**src/rtl/lsu_pkg.sv**
```systemverilog
// lsu_pkg: shared funct3 codes, FSM state type and counter sizing for the load/store unit
package lsu_pkg;
  localparam logic [2:0] F3_B  = 3'b000;
  localparam logic [2:0] F3_H  = 3'b001;
  localparam logic [2:0] F3_W  = 3'b010;
  localparam logic [2:0] F3_BU = 3'b100;
  localparam logic [2:0] F3_HU = 3'b101;

  typedef enum logic [1:0] {IDLE, CORE_WAIT, DBG_WAIT} lsu_st_e;

  function automatic int cnt_w(input int m);
    return $clog2(m + 1);
  endfunction
endpackage

```
**src/rtl/u_lsu_fmt.sv**
```systemverilog
// u_lsu_fmt: store lane alignment/enables and load byte/half extraction with extension
module u_lsu_fmt
  import lsu_pkg::*;
(
  input  logic        we_i,
  input  logic [2:0]  f3_i,
  input  logic [1:0]  off_i,
  input  logic [31:0] wd_i,
  input  logic [2:0]  lf3_i,
  input  logic [1:0]  loff_i,
  input  logic [31:0] rd_i,
  output logic [3:0]  be_o,
  output logic [31:0] wd_o,
  output logic        bad_o,
  output logic [31:0] ld_o
);
  logic        ill, mis, sx;
  logic [31:0] sh;

  assign ill   = we_i ? (f3_i >= 3'b011) : (f3_i == 3'b011 || f3_i[2:1] == 2'b11);
  assign mis   = (f3_i[1:0] == F3_H[1:0] && off_i[0]) || (f3_i[1:0] == F3_W[1:0] && off_i != 2'b00);
  assign bad_o = ill | mis;

  assign be_o = f3_i[1:0] == F3_B[1:0] ? 4'b0001 << off_i :
                f3_i[1:0] == F3_H[1:0] ? (off_i[1] ? 4'b1100 : 4'b0011) : 4'hF;
  assign wd_o = f3_i[1:0] == F3_B[1:0] ? {4{wd_i[7:0]}} :
                f3_i[1:0] == F3_H[1:0] ? {2{wd_i[15:0]}} : wd_i;

  // Load path uses the offset/funct3 latched at issue, since data returns a cycle later.
  assign sh   = rd_i >> {loff_i, 3'b000};
  assign sx   = ~lf3_i[2];
  assign ld_o = lf3_i[1:0] == F3_B[1:0] ? {{24{sx & sh[7]}}, sh[7:0]} :
                lf3_i[1:0] == F3_H[1:0] ? {{16{sx & sh[15]}}, sh[15:0]} : rd_i;
endmodule

```
**src/rtl/u_lsu.sv**
```systemverilog
// u_lsu: core load/store sequencer and data-SRAM arbiter with a starvation-guarded debug port
module u_lsu
  import lsu_pkg::*;
#(
  parameter int STARVE_MAX = 4,
  parameter int AW         = 16
) (
  input  logic          clk,
  input  logic          rst,
  input  logic          req,
  input  logic          we,
  input  logic [2:0]    funct3,
  input  logic [31:0]   adr,
  input  logic [31:0]   wd,
  output logic [31:0]   rd_o,
  output logic          ack,
  output logic          stall,
  output logic          err,
  input  logic          dbg_req,
  input  logic          dbg_we,
  input  logic [AW-1:0] dbg_a,
  input  logic [31:0]   dbg_wd,
  output logic          dbg_gnt,
  output logic          dbg_rvalid,
  output logic [31:0]   dbg_rd,
  output logic [AW-1:0] dat_a,
  output logic [3:0]    dat_we,
  output logic [31:0]   dat_wd,
  output logic [3:0]    dat_re,
  input  logic [31:0]   dat_rd
);
  localparam int            SW   = cnt_w(STARVE_MAX);
  localparam logic [SW-1:0] SMAX = SW'(STARVE_MAX);

  lsu_st_e     st_q;
  logic [SW-1:0] starve_q;
  logic [1:0]  off_q;
  logic [2:0]  f3_q;
  logic        we_q, err_q, dwe_q;
  logic        idle, core_win, dbg_win, core_go, bad;
  logic [3:0]  be;
  logic [31:0] fwd, ld;
  logic        adr_unused;

  assign adr_unused = ^{adr[31:AW+2]};
  assign idle       = st_q == IDLE;
  assign core_win   = idle & req & (~dbg_req | (starve_q < SMAX));
  assign dbg_win    = idle & dbg_req & ~core_win;
  assign core_go    = core_win & ~bad & ~rst;

  u_lsu_fmt u_fmt (
    .we_i  (we),
    .f3_i  (funct3),
    .off_i (adr[1:0]),
    .wd_i  (wd),
    .lf3_i (f3_q),
    .loff_i(off_q),
    .rd_i  (dat_rd),
    .be_o  (be),
    .wd_o  (fwd),
    .bad_o (bad),
    .ld_o  (ld)
  );

  // Arbitration FSM: each issue cycle is followed by exactly one return cycle, then back to IDLE.
  always_ff @(posedge clk) begin
    if (rst) begin
      st_q     <= IDLE;
      starve_q <= '0;
      off_q    <= '0;
      f3_q     <= '0;
      we_q     <= 1'b0;
      err_q    <= 1'b0;
      dwe_q    <= 1'b0;
    end else begin
      st_q <= core_win ? CORE_WAIT : dbg_win ? DBG_WAIT : IDLE;
      if (core_win) begin
        off_q <= adr[1:0];
        f3_q  <= funct3;
        we_q  <= we;
        err_q <= bad;
      end
      if (dbg_win) dwe_q <= dbg_we;
      if (dbg_win) starve_q <= '0;
      else if (core_win && dbg_req && starve_q < SMAX) starve_q <= starve_q + 1'b1;
    end
  end

  assign ack        = (st_q == CORE_WAIT) & ~rst;
  assign err        = ack & err_q;
  assign rd_o       = (ack & ~err_q & ~we_q) ? ld : '0;
  assign stall      = req & ~ack;
  assign dbg_gnt    = dbg_win & ~rst;
  assign dbg_rvalid = (st_q == DBG_WAIT) & ~dwe_q & ~rst;
  assign dbg_rd     = dat_rd;
  assign dat_a      = dbg_win ? dbg_a : adr[AW+1:2];
  assign dat_wd     = dbg_win ? dbg_wd : fwd;
  assign dat_we     = (core_go & we) ? be : (dbg_gnt & dbg_we) ? 4'hF : 4'h0;
  assign dat_re     = (core_go & ~we) ? be : (dbg_gnt & ~dbg_we) ? 4'hF : 4'h0;
endmodule

```
**config.mk**
```make
export PLATFORM = sky130hd
export DESIGN_NAME = u_lsu
export DESIGN_NICKNAME = d
export VERILOG_FILES = /design/src/rtl/lsu_pkg.sv /design/src/rtl/u_lsu_fmt.sv /design/src/rtl/u_lsu.sv
export SDC_FILE = /design/constraint.sdc
export NUM_CORES = 1
export LEC_CHECK = 0
export CORE_AREA = 10 10 107 109
export DETAILED_ROUTE_END_ITERATION = 16
export DIE_AREA = 0 0 117 119
export GPL_TIMING_DRIVEN = 0
export PLACE_DENSITY = 0.93
export SLEW_MARGIN = 30
export SYNTH_ARGS = -nofsm -noshare
export SYNTH_HDL_FRONTEND = slang
export SYNTH_HIERARCHICAL = 1
export SYNTH_SLANG_ARGS = --single-unit
```
**constraint.sdc**
```tcl
create_clock -name clk -period 4.05 [get_ports clk]
set_input_delay 0.81 -clock clk [delete_from_list [all_inputs] [get_ports clk]]
set_output_delay 0.81 -clock clk [all_outputs]
set_load 0.05 [all_outputs]
```
Yosys cells after proc, flatten, opt, wreduce, memory -nomap -nowiden --
Index checks and enable logic that the tools add are counted.
Storage, ports and cells: bits in registers 13, input port bits 153, output and inout port bits 125, logic and storage cells 82
Cells by class: add/subtract/negate cells 1, magnitude comparators 2, equal/unequal tests 7, shift-type cells 2, muxes and demuxes 17, bitwise logic cells 33, reductions and logical operators 12
Operators by type and width (count):
- $mux 32 | 6
- $shr 32x5->16 | 1
- $mux 4 | 7
- $and 1x1->1 | 20
- $mux 16 | 1
- $not 1->1 | 11
- $eq 2x1->1 const B | 3
- $eq 2x2->1 const B | 3
- $logic_not 2->1 | 3
- $logic_and 1x1->1 | 4
- $reduce_or 2->1 | 2
- $shl 1x2->4 const A | 1
- $add 3x1->3 const B | 1
- $eq 3x2->1 const B | 1
- $ge 3x2->1 const B | 1
- $lt 3x3->1 const B | 1
- $logic_or 1x1->1 | 2
- $mux 1 | 2
- $mux 2 | 1
- $or 1x1->1 | 2
- $reduce_bool 2->1 | 1

Depth between registers and ports, before layout --
Gate-level depths: netlist of the first run.
depth after elaboration 9, depth in mapped cells 6, gate-level depth less buffers 4

By module --
The synthesis of the first run kept the hierarchy.
By module, submodules not included:
- u_lsu | instances 1, cells each 187, area an instance 1741.7 sq um, sequential area each 260.2 sq um
- u_lsu_fmt | instances 1, cells each 206, area an instance 1435.1 sq um, sequential area each 0.0 sq um

Worst setup path after synthesis of the first run --
OpenSTA, ideal clock, no wires.
path type input-to-output, start input rst, end output rd_o[11], arrival 2.744 ns, required time 3.240 ns, slack 0.496 ns, cell stages on the path 5, buffers on the path 2, cells stage by stage buf_2 nor3b_2 nor3b_2 clkbuf_1 and2_1
Between the ends: word-level cells in the longest chain between the ends 5
RTL lines:
- start: declaration | line u_lsu.sv:9 | input logic rst,
- $not 1->1 | line u_lsu.sv:89 | assign ack = (st_q == CORE_WAIT) & ~rst;
- $and 1x1->1 | line u_lsu.sv:89
- net ack | line u_lsu.sv:16 | output logic ack,
- $and 1x1->1 (2 in series) | line u_lsu.sv:91 | assign rd_o = (ack & ~err_q & ~we_q) ? ld : '0;
- $mux 32 | line u_lsu.sv:91
- end: declaration | line u_lsu.sv:15 | output logic [31:0] rd_o,
The timed path passes the listed nets, and every way through them passes these cells.

Final worst setup path of the first run --
start input dat_rd[23], end output rd_o[8]
Between the ends: word-level cells in the longest chain between the ends 4
RTL lines:
- start: declaration | line u_lsu.sv:30 | input logic [31:0] dat_rd
- $shr 32x5->16 | line u_lsu_fmt.sv:30 | assign sh = rd_i >> {loff_i, 3'b000};
- $and 1x1->1 | line u_lsu_fmt.sv:32 | assign ld_o = lf3_i[1:0] == F3_B[1:0] ? {{24{sx & sh[7]}}, sh[7:0]} :
- $mux 32 | line u_lsu_fmt.sv:32
- net ld[8] | line u_lsu.sv:42 | logic [31:0] fwd, ld;
- $mux 32 | line u_lsu.sv:91
The timed path passes the listed nets, and every way through them passes these cells.

==> impl_metrics.env, run 1 <==
export IMPL_reg2reg_depth=4
export IMPL_r2r_setup_slack_ns=2.58
export IMPL_synth_nets=547
export IMPL_worstMarginPinSlew_ns=0.6223
export IMPL_via_per_inst=5.391
export IMPL_syn_area_sq_um=3177
export IMPL_cpMostUsedCell="clkdlybuf4s50_1"
export IMPL_clockBufferDepth=2
export IMPL_path_cells="clkdlybuf4s50_1, mux4_2, nand3b_2, o211ai_1, and2_1, clkdlybuf4s50_1"
export IMPL_synth_async_reset_ratio=0
export IMPL_start_kind="input pin"
export IMPL_holdPathEnd="starve_q[1]"
export IMPL_vias=4167
export IMPL_placed_cell_area_sq_um=5942
export IMPL_drv_slew=0
export IMPL_clock_skew_ns=0.001303
export IMPL_fp_dieArea_sq_um=13920
export IMPL_rsz0062_at_grt="no"
export IMPL_fillers=741
export IMPL_drive_gt1_frac=0.2291
export IMPL_min_delay_start="starve_q[1]"
export IMPL_max_slew_margin=0.5868
export IMPL_crit_buf_inv=2
export IMPL_die_w_um=117
export IMPL_start_util=0.3358
export IMPL_synth_seq_cells=13
export IMPL_synth_flop_cell="dfxtp_1"
export IMPL_finalWorstSetupSlack_ns=0.09290
export IMPL_maxCapViolations=0
export IMPL_antenna_found_initial=0
export IMPL_setup_viol=0
export IMPL_h_tree_depth=1
export IMPL_diodes=0
export IMPL_cpLargestDelayFamily="buffers and inverters"
export IMPL_critPathSlowestCell="clkdlybuf4s50_1"
export IMPL_core_sq_um=9459
export IMPL_clk_pin_slew_ns=0.06
export IMPL_pre_cts_ws_ns=-0.09009
export IMPL_wl_um=17180
export IMPL_ir_drop_mv=0.1224
export IMPL_period_needed_ns=3.957
export IMPL_design_area_sq_um=6027
export IMPL_netlist_cell_type_count=47
export IMPL_grt_pass1_wl_um=25320
export IMPL_end_kind="output pin"
export IMPL_wl_per_cell_um=22.23
export IMPL_synth_edf_count=0
export IMPL_fmax_ghz=0.2527
export IMPL_pin_count=278
export IMPL_drtIter0Drc=229
export IMPL_cp_slowest_stage_delay_ns=0.70
export IMPL_leakage_nw=2.809
export IMPL_port_buffers=262
export IMPL_min_path_type="reg2reg"
export IMPL_arrival_ns=3.15
export IMPL_yosysSeqAreaShare=0.08192
export IMPL_critical_path_class="in2out"
export IMPL_reg2reg_to="f3_q[1]"
export IMPL_overflow=0
export IMPL_row_count=36
export IMPL_cts_made_buffers=3
export IMPL_grt_max_degree=11
export IMPL_synth_avg_cell_area_sq_um=8.083
export IMPL_dieHeight_um=119
export IMPL_crit_required_ns=3.24
export IMPL_ant_nets=0
export IMPL_syn_inst=393
export IMPL_r2r_start="st_q[1]"
export IMPL_nNetsFinal=814
export IMPL_cts_hold_buffers=0
export IMPL_gp_congestion=0.9037
export IMPL_remaining_drc_errors=0
export IMPL_status="finished, final reports clean"
export IMPL_path_max_fanout=8
export IMPL_hold_depth=2
export IMPL_min_period_over_period=0.9771
export IMPL_firstDrtPassIters=5
export IMPL_place_hpwl_um=14600
export IMPL_power_density_nw_per_um2=198.2
export IMPL_ys_warn_count=6
export IMPL_grt_pass1_vias=4492
export IMPL_clk_latency_ns=0.25
export IMPL_clock_sinks=13
export IMPL_grtUsageTotal=0.2309
export IMPL_hold_violations=0
export IMPL_cts_tree="built"
export IMPL_syn_to_final_growth_pct=89.72
export IMPL_clockRootBuffer="clkbuf_8"
[layer usage]
| layer | share of wire | vias to the layer above | global-route usage |
|---|---|---|---|
| met5 | 0 | - | 0 |
| met4 | 0.051 | 0 | 0.1151 |
| met3 | 0.13 | 55 | 0.1135 |
| met2 | 0.51 | 274 | 0.4217 |
| met1 | 0.31 | 1901 | 0.2026 |
| li1 | - | 1937 | - |
[kinds of logic after synthesis]
family | count (synthesis) | share of synthesized area
AOI/OAI and AO/OA | 115 | 0.2422
muxes | 84 | 0.3214
buffers and inverters | 75 | 0.1552
xor gates and xnor gates | 2 | 0.005515
and+or+nand+nor | 103 | 0.1898
DFF | 13 | 0.08192
adders and majority gates | 1 | 0.003938
[worst register-to-register path: stages (launching register included)]
cell and delay [ns]:
dfxtp_1 0.38, nor3_1 0.50, and2_1 0.20, buf_2 0.18, a22o_1 0.16
[final cells by class]
| cell class | count | area [sq um] | share of cell area |
|---|---|---|---|
| Inverter | 3 | 11.26 | 0.001868 |
| Tap cell | 114 | 142.6 | 0.02367 |
| Sequential cell | 13 | 260.3 | 0.04318 |
| Timing Repair Buffer | 262 | 2661 | 0.4416 |
| Clock inverter | 1 | 5.005 | 0.0008304 |
| Clock buffer | 3 | 41.29 | 0.006851 |
| Buffer | 72 | 481.7 | 0.07993 |
| Multi-Input combinational cell | 305 | 2424 | 0.4021 |
[per-stage QoR]
step	hold WS (ns)	cells	power [mW]	utilization	TNS [ns]
after floorplan	0.4356	393	0.7219	-	0
after global placement	0.4463	769	1.080	0.6282	-0.3012
after detailed placement	0.4589	769	1.094	0.6282	-0.9682
after CTS	0.4703	773	1.198	0.6284	0
after global routing	0.4823	773	1.253	0.6372	0
final	0.4741	773	1.195	0.6372	0
[synth_stat cells (3+ instances only)]
library cell	count	area share
mux2_2	54	0.19
dfxtp_1	13	0.082
buf_2	11	0.017
inv_1	3	0.0035
a22oi_1	38	0.090
a221oi_1	5	0.014
o211ai_1	4	0.0095
mux2i_1	9	0.028
nand2_1	29	0.034
nor2_1	3	0.0035
and2_1	34	0.067
o22ai_1	3	0.0059
buf_4	42	0.099
clkbuf_1	11	0.013
nand3_1	4	0.0063
nand2b_1	10	0.020
nor2b_1	6	0.012
mux2_4	20	0.095
o21ai_0	28	0.044
a21oi_1	21	0.033
a22o_1	7	0.019
buf_6	5	0.018
[what timing repair did]
action	4_1_cts	5_1_grt
endpoints found under the setup margin	35	33
gates resized for setup	35	33
setup buffers	0	0
gates cloned	0	0
[power breakdown]
part	internal, mW	switching, mW
Combinational	0.407	0.525
Sequential	0.136	0.00743
Clock	0.0682	0.0519
Total	0.611	0.584
[layout by cell type, fill, tap and decap left out, types with 3 or more instances in the layout]
cell | Yosys | final
clkdlybuf4s50_1 | 0 | 194
mux2_2 | 54 | 54
buf_4 | 42 | 42
a22oi_1 | 38 | 38
dlygate4sd2_1 | 0 | 35
and2_1 | 34 | 34
dlymetal6s2s_1 | 0 | 33
nand2_1 | 29 | 29
o21ai_0 | 28 | 28
a21oi_1 | 21 | 21
mux2_4 | 20 | 20
dfxtp_1 | 13 | 13
buf_2 | 11 | 11
clkbuf_1 | 11 | 11
nand2b_1 | 10 | 10
mux2i_1 | 9 | 9
a22o_1 | 7 | 7
nor2b_1 | 6 | 6
buf_6 | 5 | 5
a221oi_1 | 5 | 5
nand3_1 | 4 | 4
o211ai_1 | 4 | 4
nor2_1 | 3 | 3
clkbuf_8 | 0 | 3
inv_1 | 3 | 3
o22ai_1 | 3 | 3
[state kept, by name, summed over array words and instances, names as in the netlist]
name	cells
f3_q	3
starve_q	3
off_q	2
st_q	2
dwe_q	1
err_q	1
we_q	1
[worst max path at each step]
stage | start | end | depth (start not counted)
2_1_floorplan | rst | rd_o[11] | 5
3_3_place_gp | funct3[1] | dat_re[3] | 7
3_5_place_dp | funct3[1] | dat_re[3] | 7
4_1_cts | dbg_req | dat_wd[16] | 7
5_1_grt | dat_rd[23] | rd_o[31] | 6
6_report | dat_rd[23] | rd_o[8] | 6
No activity file was read; power rests on OpenSTA's default activity.
==> run 2: changes to the inputs <==
- REMOVE_ABC_BUFFERS: default -> 1
==> impl_metrics.env, run 2 (synthesis gave the netlist of run 1 again) <==
export IMPL_gp_congestion=0.8469
export IMPL_wl_um=15620
export IMPL_cts_tree="built"
export IMPL_design_area_sq_um=5771
export IMPL_reg2reg_depth=3
export IMPL_cts_made_buffers=3
export IMPL_worstMarginPinSlew_ns=0.9430
export IMPL_drive_gt1_frac=0.1684
export IMPL_grt_max_degree=49
export IMPL_fmax_ghz=0.2542
export IMPL_hold_violations=0
export IMPL_path_max_fanout=8
export IMPL_overflow=0
export IMPL_min_delay_start="starve_q[1]"
export IMPL_critical_path_class="in2out"
export IMPL_status="finished, final reports clean"
export IMPL_ir_drop_mv=0.1239
export IMPL_die_w_um=117
export IMPL_row_count=36
export IMPL_min_period_over_period=0.9713
export IMPL_via_per_inst=5.564
export IMPL_clock_skew_ns=0.006579
export IMPL_start_util=0.3358
export IMPL_reg2reg_to="off_q[0]"
export IMPL_dieHeight_um=119
export IMPL_h_tree_depth=1
export IMPL_nNetsFinal=749
export IMPL_arrival_ns=3.12
export IMPL_place_hpwl_um=12300
export IMPL_end_kind="output pin"
export IMPL_antenna_found_initial=1
export IMPL_grt_pass1_wl_um=23340
export IMPL_placed_cell_area_sq_um=5507
export IMPL_dp_cells=699
export IMPL_drtIter0Drc=281
export IMPL_final_common_cell="clkdlybuf4s50_1"
export IMPL_hold_depth=2
export IMPL_syn_to_final_growth_pct=81.65
export IMPL_fin_setup_tns_ns=0
export IMPL_clk_pin_slew_ns=0.06
export IMPL_holdPathEnd="starve_q[1]"
export IMPL_r2r_setup_slack_ns=2.64
export IMPL_fin_cells=709
export IMPL_final_cell_mix="177 x clkdlybuf4s50_1, 60 x dlymetal6s2s_1, 54 x mux2_2"
export IMPL_power_density_nw_per_um2=200.9
export IMPL_clk_latency_ns=0.25
export IMPL_period_needed_ns=3.934
export IMPL_pin_count=278
export IMPL_max_slew_margin=0.3700
export IMPL_start_kind="input pin"
export IMPL_port_buffers=263
export IMPL_setup_viol=0
export IMPL_maxCapViolations=0
export IMPL_remaining_drc_errors=0
export IMPL_fp_dieArea_sq_um=13920
export IMPL_firstDrtPassIters=5
export IMPL_ant_nets=0
export IMPL_clock_sinks=13
export IMPL_grtUsageTotal=0.2069
export IMPL_finalPower_mw=1.159
export IMPL_leakage_nw=2.901
export IMPL_clockRootBuffer="clkbuf_8"
export IMPL_crit_required_ns=3.24
export IMPL_wl_per_cell_um=22.03
export IMPL_top_regs="f3_q x3, starve_q x3"
export IMPL_holdWs_ns=0.4820
export IMPL_grt_pass1_vias=4119
export IMPL_vias=3945
export IMPL_drv_slew=0
export IMPL_min_path_type="reg2reg"
export IMPL_core_sq_um=9459
export IMPL_r2r_start="starve_q[2]"
export IMPL_clockBufferDepth=2
-- run 2: changes by cell type in the layout (fill, tap and decap cells not counted), moves of 2 or more --
cell and delta:
nor3b_2 -2, clkbuf_1 -10, clkdlybuf4s50_1 -17, nor3b_4 +3, clkbuf_2 -2, buf_2 -10
dlygate4sd2_1 -10, dfxtp_2 +2, dfxtp_1 -2, buf_4 -39, dlymetal6s2s_1 +27, buf_6 -5
-- run 2: area by class of cell --
type	instances	area, sq um
Timing Repair Buffer	268	2816
Tap cell	114	142.6
Multi-Input combinational cell	306	2490
Clock buffer	4	45.04
Inverter	3	11.26
Antenna cell	1	2.502
Fill cell	776	3689
Sequential cell	13	262.8
-- run 2: per-stage QoR --
stage / setup WS, ns / utilization
detailed placement: -0.4441 / 0.5821
finish: 0.1163 / 0.6101
global placement: -0.7142 / 0.5783
global route: -0.01377 / 0.6101
floorplan: 0.3579 / -
CTS: 0.0001914 / 0.5933
-- run 2: layer usage --
layer / vias up / share of wire / global-route usage
li1: 1820 / - / -
met1: 1854 / 0.33 / 0.2068
met2: 247 / 0.54 / 0.3911
met3: 24 / 0.11 / 0.07229
met4: 0 / 0.022 / 0.05255
met5: - / 0 / 0
-- run 2: repair_timing --
item | CTS | global route
buffers inserted | 4 | 0
gates cloned | 1 | 0
hold buffers | 0 | 0
resized for setup | 30 | 61
pin swaps | 1 | 0
endpoints found under the setup margin | 88 | 59
-- run 2: worst max path at each step --
| stage | start | to | cells after the start |
|---|---|---|---|
| CTS | rst | rd_o[14] | 6 |
| floorplan | rst | rd_o[0] | 3 |
| global placement | funct3[1] | dat_wd[8] | 5 |
| finish | rst | dat_re[3] | 5 |
| detailed placement | funct3[0] | dat_wd[8] | 5 |
| global route | rst | dat_re[0] | 5 |
-- run 2: power breakdown --
part / total [mW] / internal, mW / switching (mW) / leakage [nW]
logic: 0.880 / 0.384 / 0.496 / 2.77
registers: 0.164 / 0.136 / 0.0274 / 0.107
clock network: 0.116 / 0.0695 / 0.0462 / 0.0228
total: 1.16 / 0.590 / 0.569 / 2.90
-- run 2: worst max-delay path, stage by stage --
cell and delay, ns:
clkdlybuf4s50_1 0.60, nor3_2 0.44, nand3b_1 0.19, o21ai_0 0.23, clkdlybuf4s50_1 0.85
==> run 3: changes to the inputs <==
- CAP_MARGIN: default -> 25
- CORE_AREA: 10 10 107 109 -> 10 10 134 87
- DIE_AREA: 0 0 117 119 -> 0 0 144 97
- PLACE_DENSITY: 0.93 -> 0.94
==> impl_metrics.env, run 3 (synthesis gave the netlist of run 1 again) <==
export IMPL_port_buffers=263
export IMPL_fillers=692
export IMPL_dieHeight_um=97
export IMPL_worstMarginPinSlew_ns=0.8924
export IMPL_clock_sinks=13
export IMPL_clk_latency_ns=0.24
export IMPL_seqPwrFrac=0.132
export IMPL_status="finished, final reports clean"
export IMPL_row_count=27
export IMPL_leakage_nw=2.905
export IMPL_arrival_ns=3.15
export IMPL_p_switching_mw=0.5780
export IMPL_cpMostUsedCell="clkdlybuf4s50_1"
export IMPL_final_cell_mix="178 x clkdlybuf4s50_1, 57 x dlymetal6s2s_1, 54 x mux2_2"
export IMPL_final_common_cell="clkdlybuf4s50_1"
export IMPL_syn_to_final_growth_pct=82.20
export IMPL_swShare=0.4714
export IMPL_fp_dieArea_sq_um=13970
export IMPL_power_density_nw_per_um2=211.8
export IMPL_comb_power_share=0.715
export IMPL_grtUsageTotal=0.2060
export IMPL_gp_congestion=0.8848
export IMPL_nNetsFinal=749
export IMPL_clk_pin_slew_ns=0.04
export IMPL_min_path_type="reg2reg"
export IMPL_vias=3911
export IMPL_grt_pass1_vias=3991
export IMPL_critPathSlowestCell="clkdlybuf4s50_1"
export IMPL_wl_um=15790
export IMPL_path_cells="clkdlybuf4s50_1, nor3_2, nand3_1, o21ai_0, clkdlybuf4s50_1"
export IMPL_wl_per_cell_um=22.24
export IMPL_fin_cells=710
export IMPL_core_sq_um=9087
export IMPL_h_tree_depth=1
export IMPL_top_regs="f3_q x3, starve_q x3"
export IMPL_p_clk_frac=0.153
export IMPL_cts_made_buffers=3
export IMPL_max_slew_margin=0.4038
export IMPL_diodes=0
export IMPL_start_util=0.3496
export IMPL_crit_required_ns=3.24
export IMPL_setup_viol=0
export IMPL_fmax_ghz=0.2522
export IMPL_via_per_inst=5.508
export IMPL_hold_violations=0
export IMPL_critical_path_class="in2out"
export IMPL_design_area_sq_um=5788
export IMPL_grt_max_degree=49
export IMPL_cp_slowest_stage_delay_ns=0.86
export IMPL_grtUsageMet3=0.05750
export IMPL_drtIter0Drc=365
export IMPL_drv_slew=0
export IMPL_clockRootBuffer="clkbuf_16"
export IMPL_min_period_over_period=0.9789
export IMPL_pin_count=278
export IMPL_ant_nets=0
export IMPL_placed_cell_area_sq_um=5502
export IMPL_maxCapViolations=0
export IMPL_firstDrtPassIters=5
export IMPL_ir_drop_mv=0.1398
export IMPL_rsz0062_at_grt="no"
export IMPL_drive_gt1_frac=0.1700
export IMPL_period_needed_ns=3.964
export IMPL_cts_tree="built"
export IMPL_overflow=0
export IMPL_dp_cells=701
export IMPL_intPower_mw=0.6480
export IMPL_clockBufferDepth=2
export IMPL_antenna_found_initial=0
export IMPL_grtUsageMet1=0.2308
export IMPL_start_kind="input pin"
export IMPL_met2_usage=0.3773
export IMPL_end_kind="output pin"
export IMPL_die_w_um=144
export IMPL_path_max_fanout=8
export IMPL_gr_max_usage_layer="met2"
export IMPL_grt_pass1_wl_um=23350
export IMPL_place_hpwl_um=12580
export IMPL_clock_skew_ns=0.0009681
export IMPL_remaining_drc_errors=0
==> run 3: changes by cell type in the layout (fill, tap and decap cells not counted), moves of 2 or more <==
cell	delta
clkbuf_8	-3
dlymetal6s2s_1	-3
dlygate4sd2_1	+2
clkbuf_16	+3
==> run 3: final cells by class <==
class                           count  area, sq um  area share
Tap cell                          116        145.1     0.02508
Clock inverter                      1        5.005   0.0008647
Clock buffer                        3        75.07     0.01297
Timing Repair Buffer              268         2799      0.4836
Sequential cell                    13        262.8     0.04540
Inverter                            3        11.26    0.001946
Multi-Input combinational cell    306         2490      0.4302
==> run 3: critical path: cells and delay by family <==
family / cells / cell delay [ns]
simple gates: 2 / 0.68
buf+inv: 2 / 1.45
compound gates: 1 / 0.21
==> run 3: final timing paths <==
kind	slack [ns]	to	cells after the start	startpoint
max reg2reg	2.61	f3_q[1]	3	st_q[1]
min reg2reg	0.46	starve_q[1]	2	starve_q[1]
min	0.46	starve_q[1]	2	starve_q[1]
max	0.09	dat_we[3]	5	rst
==> run 3: power by group through the flow <==
stage               Clock (mW)  Combinational (mW)  Sequential, mW
global route             0.198               0.918           0.164
CTS                      0.190               0.881           0.161
global placement             0               0.853           0.165
floorplan                    0               0.449           0.158
finish                   0.187               0.877           0.162
detailed placement           0               0.878           0.161
==> run 3: per-stage QoR <==
stage	hold slack, ns	setup WS (ns)	TNS, ns	total power, mW	util
detailed placement	0.4640	-0.4466	-26.63	1.039	0.6054
global route	0.5022	0.007077	0	1.280	0.6369
CTS	0.4700	0.001454	0	1.232	0.6212
floorplan	0.4295	0.3579	0	0.6071	-
global placement	0.4458	-0.7198	-49.84	1.018	0.6022
finish	0.4648	0.08556	0	1.226	0.6369
==> run 3: timing repair <==
item                       4_1_cts  5_1_grt
pin swaps                        0        0
setup endpoints to repair       88       57
gates resized for setup         33       57
setup buffers                    4        0
gates cloned                     1        0
hold buffers                     0        0
==> run 3: per-layer routing <==
layer  vias to the layer above  wire, um  share of wire
met5                         -         0              0
met4                         0       309          0.020
met3                        22      1386          0.088
met2                       211      8355           0.53
met1                      1853      5741           0.36
li1                       1825         -              -
